### src/rtl/tot_event_pkg.sv
// rtl/tot_event_pkg.sv - shared types for the ToT event capture block
// FSM state encoding, default event record layout and drop counter width.
package tot_event_pkg;

  localparam int TOT_TS_WIDTH   = 16;
  localparam int DROP_CNT_WIDTH = 8;

  typedef enum logic [1:0] {
    IDLE,
    HIGH,
    WAIT_FALL
  } tot_state_e;

  typedef struct packed {
    logic                    sat;
    logic [TOT_TS_WIDTH-1:0] tot;
    logic [TOT_TS_WIDTH-1:0] timestamp;
  } tot_event_t;

endpackage

### src/rtl/tot_event_fifo.sv
// rtl/tot_event_fifo.sv - show-ahead event FIFO
// Head entry is visible on rdata whenever the FIFO is not empty; a push into a full FIFO is accepted when a pop happens in the same cycle.
module tot_event_fifo
  import tot_event_pkg::*;
#(
  parameter type T     = tot_event_t,
  parameter int  DEPTH = 8
) (
  input  logic                     clk,
  input  logic                     rst,
  input  logic                     push,
  input  T                         wdata,
  input  logic                     pop,
  output T                         rdata,
  output logic [$clog2(DEPTH):0]   level,
  output logic                     full,
  output logic                     empty
);

  localparam int AW = $clog2(DEPTH);
  localparam logic [AW:0] FULL_LVL = DEPTH[AW:0];

  T              mem_q [DEPTH];
  logic [AW-1:0] wr_ptr_q, wr_ptr_d;
  logic [AW-1:0] rd_ptr_q, rd_ptr_d;
  logic [AW:0]   level_q, level_d;
  logic          do_push, do_pop;

  assign empty   = (level_q == '0);
  assign full    = (level_q == FULL_LVL);
  assign level   = level_q;
  assign do_pop  = pop & ~empty;
  assign do_push = push & (~full | do_pop);

  always_comb begin
    wr_ptr_d = wr_ptr_q;
    rd_ptr_d = rd_ptr_q;
    level_d  = level_q;
    if (do_push) wr_ptr_d = wr_ptr_q + 1'b1;
    if (do_pop)  rd_ptr_d = rd_ptr_q + 1'b1;
    if (do_push && !do_pop)      level_d = level_q + 1'b1;
    else if (!do_push && do_pop) level_d = level_q - 1'b1;
  end

  always_comb begin
    rdata = '0;
    if (!empty) rdata = mem_q[rd_ptr_q];
  end

  always_ff @(posedge clk or posedge rst) begin
    if (rst) begin
      wr_ptr_q <= '0;
      rd_ptr_q <= '0;
      level_q  <= '0;
    end else begin
      wr_ptr_q <= wr_ptr_d;
      rd_ptr_q <= rd_ptr_d;
      level_q  <= level_d;
    end
  end

  // Storage needs no reset: rdata is masked while the FIFO is empty.
  always_ff @(posedge clk) begin
    if (do_push) mem_q[wr_ptr_q] <= wdata;
  end

endmodule

### src/rtl/tot_event_capture.sv
// rtl/tot_event_capture.sv - time-over-threshold measurement with timestamped event buffer
// Optional macro TOT_EVENT_TIMEOUT_EN: push a saturated event as soon as ToT hits its maximum, then wait for the falling edge.
module tot_event_capture
  import tot_event_pkg::*;
#(
  parameter int TS_WIDTH   = 16,
  parameter int FIFO_DEPTH = 8
) (
  input  logic                          clk,
  input  logic                          rst,
  input  logic                          enable,
  input  logic                          ts_clear,
  input  logic                          rising_edge,
  input  logic                          falling_edge,
  output logic                          ev_valid,
  input  logic                          ev_ready,
  output logic [TS_WIDTH-1:0]           ev_timestamp,
  output logic [TS_WIDTH-1:0]           ev_tot,
  output logic                          ev_sat,
  output logic [$clog2(FIFO_DEPTH):0]   fifo_level,
  output logic [DROP_CNT_WIDTH-1:0]     drop_count
);

  localparam logic [TS_WIDTH-1:0] TS_MAX = '1;

  typedef struct packed {
    logic                sat;
    logic [TS_WIDTH-1:0] tot;
    logic [TS_WIDTH-1:0] timestamp;
  } ev_t;

  tot_state_e                state_q, state_d;
  logic [TS_WIDTH-1:0]       ts_q, ts_d;
  logic [TS_WIDTH-1:0]       cnt_q, cnt_d;
  logic [TS_WIDTH-1:0]       start_q, start_d;
  logic [DROP_CNT_WIDTH-1:0] drop_q, drop_d;
  logic                      rise_only, fall_only;
  logic                      push, pop, fifo_full, fifo_empty;
  ev_t                       push_data, head;

  assign rise_only = rising_edge & ~falling_edge;
  assign fall_only = falling_edge & ~rising_edge;
  assign ev_valid  = ~fifo_empty;
  assign pop       = ev_valid & ev_ready;

  assign ts_d = ts_clear ? '0 : ts_q + 1'b1;

  // cnt_q equals cycles elapsed since the rising edge, so the value read
  // on the falling cycle is f - r directly.
  always_comb begin
    state_d             = state_q;
    cnt_d               = cnt_q;
    start_d             = start_q;
    push                = 1'b0;
    push_data.sat       = (cnt_q == TS_MAX);
    push_data.tot       = cnt_q;
    push_data.timestamp = start_q;
    if (!enable) begin
      state_d = IDLE;
    end else begin
      case (state_q)
        IDLE: begin
          if (rise_only) begin
            start_d = ts_q;
            cnt_d   = {{(TS_WIDTH-1){1'b0}}, 1'b1};
            state_d = HIGH;
          end
        end
        HIGH: begin
          if (cnt_q != TS_MAX) cnt_d = cnt_q + 1'b1;
`ifdef TOT_EVENT_TIMEOUT_EN
          if (cnt_q == TS_MAX) begin
            push    = 1'b1;
            state_d = fall_only ? IDLE : WAIT_FALL;
          end else if (fall_only) begin
            push    = 1'b1;
            state_d = IDLE;
          end
`else
          if (fall_only) begin
            push    = 1'b1;
            state_d = IDLE;
          end
`endif
        end
`ifdef TOT_EVENT_TIMEOUT_EN
        WAIT_FALL: begin
          if (fall_only) state_d = IDLE;
        end
`endif
        default: state_d = IDLE;
      endcase
    end
  end

  always_comb begin
    drop_d = drop_q;
    if (push && fifo_full && !pop && drop_q != '1) drop_d = drop_q + 1'b1;
  end

  always_ff @(posedge clk or posedge rst) begin
    if (rst) begin
      state_q <= IDLE;
      ts_q    <= '0;
      cnt_q   <= '0;
      start_q <= '0;
      drop_q  <= '0;
    end else begin
      state_q <= state_d;
      ts_q    <= ts_d;
      cnt_q   <= cnt_d;
      start_q <= start_d;
      drop_q  <= drop_d;
    end
  end

  tot_event_fifo #(
    .T     (ev_t),
    .DEPTH (FIFO_DEPTH)
  ) u_fifo (
    .clk   (clk),
    .rst   (rst),
    .push  (push),
    .wdata (push_data),
    .pop   (pop),
    .rdata (head),
    .level (fifo_level),
    .full  (fifo_full),
    .empty (fifo_empty)
  );

  assign ev_timestamp = head.timestamp;
  assign ev_tot       = head.tot;
  assign ev_sat       = head.sat;
  assign drop_count   = drop_q;

endmodule

### config.mk
export PLATFORM = sky130hd
export DESIGN_NAME = tot_event_capture
export DESIGN_NICKNAME = d
export VERILOG_FILES = /design/src/rtl/tot_event_pkg.sv /design/src/rtl/tot_event_fifo.sv /design/src/rtl/tot_event_capture.sv
export SDC_FILE = /design/constraint.sdc
export NUM_CORES = 1
export LEC_CHECK = 0
export ABC_AREA = 1
export CORE_ASPECT_RATIO = 0.5
export CORE_UTILIZATION = 50
export CTS_CLUSTER_DIAMETER = 100
export DETAILED_ROUTE_END_ITERATION = 16
export HOLD_SLACK_MARGIN = 0.03
export PLACE_DENSITY = 0.73
export SYNTH_ARGS = -nofsm -noshare
export SYNTH_HDL_FRONTEND = slang
export SYNTH_SLANG_ARGS = --single-unit
### constraint.sdc
create_clock -name clk -period 8.1 [get_ports clk]
set_clock_uncertainty 0.15 [all_clocks]
set_input_delay 1.215 -clock clk [delete_from_list [all_inputs] [get_ports clk]]
set_output_delay 1.215 -clock clk [all_outputs]
set_load 0.02 [all_outputs]
==> impl_metrics.toml <==
[global_route]
grt_pass1_vias = 8831
antenna_found_initial = 0
grt_max_degree = 101
grt_remaining_overflow = 0
grt_pass1_wl_um = 46200
grt_usage_pct = 20.9

[critical_path]
r2r_slack_ns = 4.33
reg2reg_depth = 12
cp_data_required_time_ns = 6.73
crit_fanout = 84
path_class = "register to primary output"
rr_endpoint = "u_fifo.level[3]"
arrival_ns = 3.93
rr_startpoint = "u_fifo.level[0]"
start_kind = "register"
critPathCaptureType = "primary output"

[sta]
slew_headroom_pct = 20.2
max_freq_mhz = 189
post-route-period-util_pct = 65.4
setup_tns_ns = 0
finalMaxSlewViolations = 0
min_period_ns = 5.30
finalHoldViolCount = 0
timing.hold.ws_ns = 0.348
rsz0062_at_grt = "no"
setup_viol_count_final = 0
worst_pin_slew_ns = 1.19

[clocking]
cts-htree-levels = 1
clockBufferDepth = 3
post-cts-setup-buffer-count = 0
root_buffer = "clkbuf_16"
cts-resized-gates = 0
clock-sinks = 331
clk_latency_ns = 0.57
cts_tree = "done"
ctsHoldBuffers = 0
clkSlewWorstSetupHoldPaths_ns = 0.07
cts_buffers = 29

[synth]
async_flop_share_pct = 20.2
yosys-top-cells-count = "nor2_1 (265), edfxtp_1 (264), o21ai_0 (167)"
synth_simple_gate_area_share_pct = 13.8
yosysTopAreaCell = "edfxtp_1"
synth_top_family_by_area = "simple AND/OR/NAND/NOR gates"
synth.yosys.seq_area_share_pct = 70.1
synth_flop_cell = "edfxtp_1"
synth_xor_xnor_area_share_pct = 0.703
avgSynthCellArea_um2 = 11.4
synthTopCellsByArea = "edfxtp_1 (58%), dfrtp_1 (12%), nor2_1 (7.3%)"
yosysMostFrequentCell = "nor2_1"
ys_warn_count = 0
synth_compound_area_share_pct = 10.9
syn_inst = 1204
synth_fp_nets = 1220
synth_fa_ha_area_share_pct = 0.876
synth.distinct_cells = 36
synthMuxAreaShare_pct = 0.0822
ys_seq_elements = 331
synth_top_area_share_pct = 57.8
syn-cell-area_um2 = 13700
synth_edf_count = 264

[detailed_routing]
drt_iter0_drc = 861
routed_wl_um = 28900
dr.pass1.iters = 5
vias = 9134
ant_nets = 0
via_per_inst = 5.66
avgRoutedWirePerCell_um = 17.9
drc = 0

[worst_hold_path]
holdCritStartpoint = "ts_q[0]"
hold_end = "ts_q[0]"
hold_path_class = "register to register"
hold_depth = 1

[finish]
fin_nets = 1256
layout.cells.non_filler = 1615
diodes = 0
drive_gt1_share_pct = 7.21
syn_to_final_growth_pct = 13.5

[floorplanning]
ios = 53
die_h_um = 119
core-area_um2 = 26700
dieArea_um2 = 28100
initial_core_util_pct = 51.3
num_rows = 42
dieWidth_um = 236

[power_and_ir_drop]
powerDensity_nw_per_um2 = 323
ir_drop_uv = 219
power_leakage_nw = 5.44

[placement]
numPortBuffers = 52
place_inst = 1561
dp_hpwl_um = 15400
gp_congestion = 0.812

[job]
timing.max_cap.violations = 0

[status]
outcome = "completed"
## metal layers
layer | wire length [um] | vias up | global-route usage, %
met5 | 0 | - | 0
met4 | 446 | 0 | 4.38
met3 | 2080 | 43 | 4.43
met2 | 14000 | 313 | 34.9
met1 | 12400 | 4482 | 28.3
li1 | - | 4296 | -
## worst max-delay path by stage
| stage | cells after the start | slack, ns | startpoint | to |
|---|---|---|---|---|
| finish | 7 | 2.80 | u_fifo.rd_ptr_q[0] | ev_timestamp[9] |
| global route | 7 | 2.48 | u_fifo.rd_ptr_q[0] | ev_timestamp[14] |
| detailed placement | 7 | 3.45 | u_fifo.rd_ptr_q[0] | ev_tot[3] |
| floorplan | 6 | 4.21 | rising_edge | u_fifo.mem_q[0][0] |
| CTS | 7 | 2.80 | u_fifo.rd_ptr_q[0] | ev_timestamp[14] |
| global placement | 7 | 3.50 | u_fifo.rd_ptr_q[0] | ev_tot[0] |
## through the flow
stage          setup slack, ns  util, %  area, um2  total power [mW]
2_1_floorplan             4.21        -      13700              3.02
3_3_place_gp              3.50     54.5      14600              3.59
3_5_place_dp              3.45     54.5      14600              3.63
4_1_cts                   2.80     58.3      15600              5.06
5_1_grt                   2.48     58.3      15600              5.28
6_report                  2.80     58.3      15600              5.03
## placed cells by master, fill, tap and decap left out, types with 8 or more instances in the layout
cell             count
ha_1                 8
o22ai_1             33
nand3_1             34
nand2_1            142
clkinv_2             8
o21ai_1             13
o211ai_1            35
dfrtp_1             64
nor2_4              11
inv_1               47
nor2_1             257
clkbuf_16           29
buf_4               14
o21ai_0            167
edfxtp_1           264
a21oi_1             19
clkdlybuf4s50_1     52
## registers in the layout (all words and copies together) (netlist names)
signal,cells
u_fifo.mem_q,264
ts_q,16
state_q,1
drop_count,8
cnt_q,16
u_fifo.level,4
u_fifo.wr_ptr_q,3
start_q,16
u_fifo.rd_ptr_q,3
## cells by family after synthesis
logic type | Yosys count
AO/OA/AOI/OAI | 271
XOR/XNOR | 11
adder cells (fa/ha/maj) | 9
buffers and inverters | 111
flip-flops | 331
multiplexers | 1
AND/OR/NAND/NOR | 470
## power by group
| group | total [mW] | switching (mW) | internal, mW |
|---|---|---|---|
| Combinational | 1.63 | 1.02 | 0.611 |
| Clock | 1.44 | 0.605 | 0.836 |
| Sequential | 1.96 | 0.0949 | 1.87 |
## worst max-delay path, cell delays in order, from the launching register on
cell             delay, ns
dfrtp_4               0.82
clkinv_2              0.72
buf_4                 0.59
o21ai_0               0.29
o22ai_1               0.09
nor2_1                0.14
nor2_1                0.08
clkdlybuf4s50_1       0.54
## final cells by class
class | instances | area [um2]
fillers | 2078 | 11100
flip-flops and latches | 331 | 9610
multi-input cells | 762 | 3690
clock buffers | 40 | 817
repair buffers | 66 | 626
well taps | 352 | 440
inverters | 50 | 189
clock inverters | 14 | 186
(Power assumes the default switching activity.)
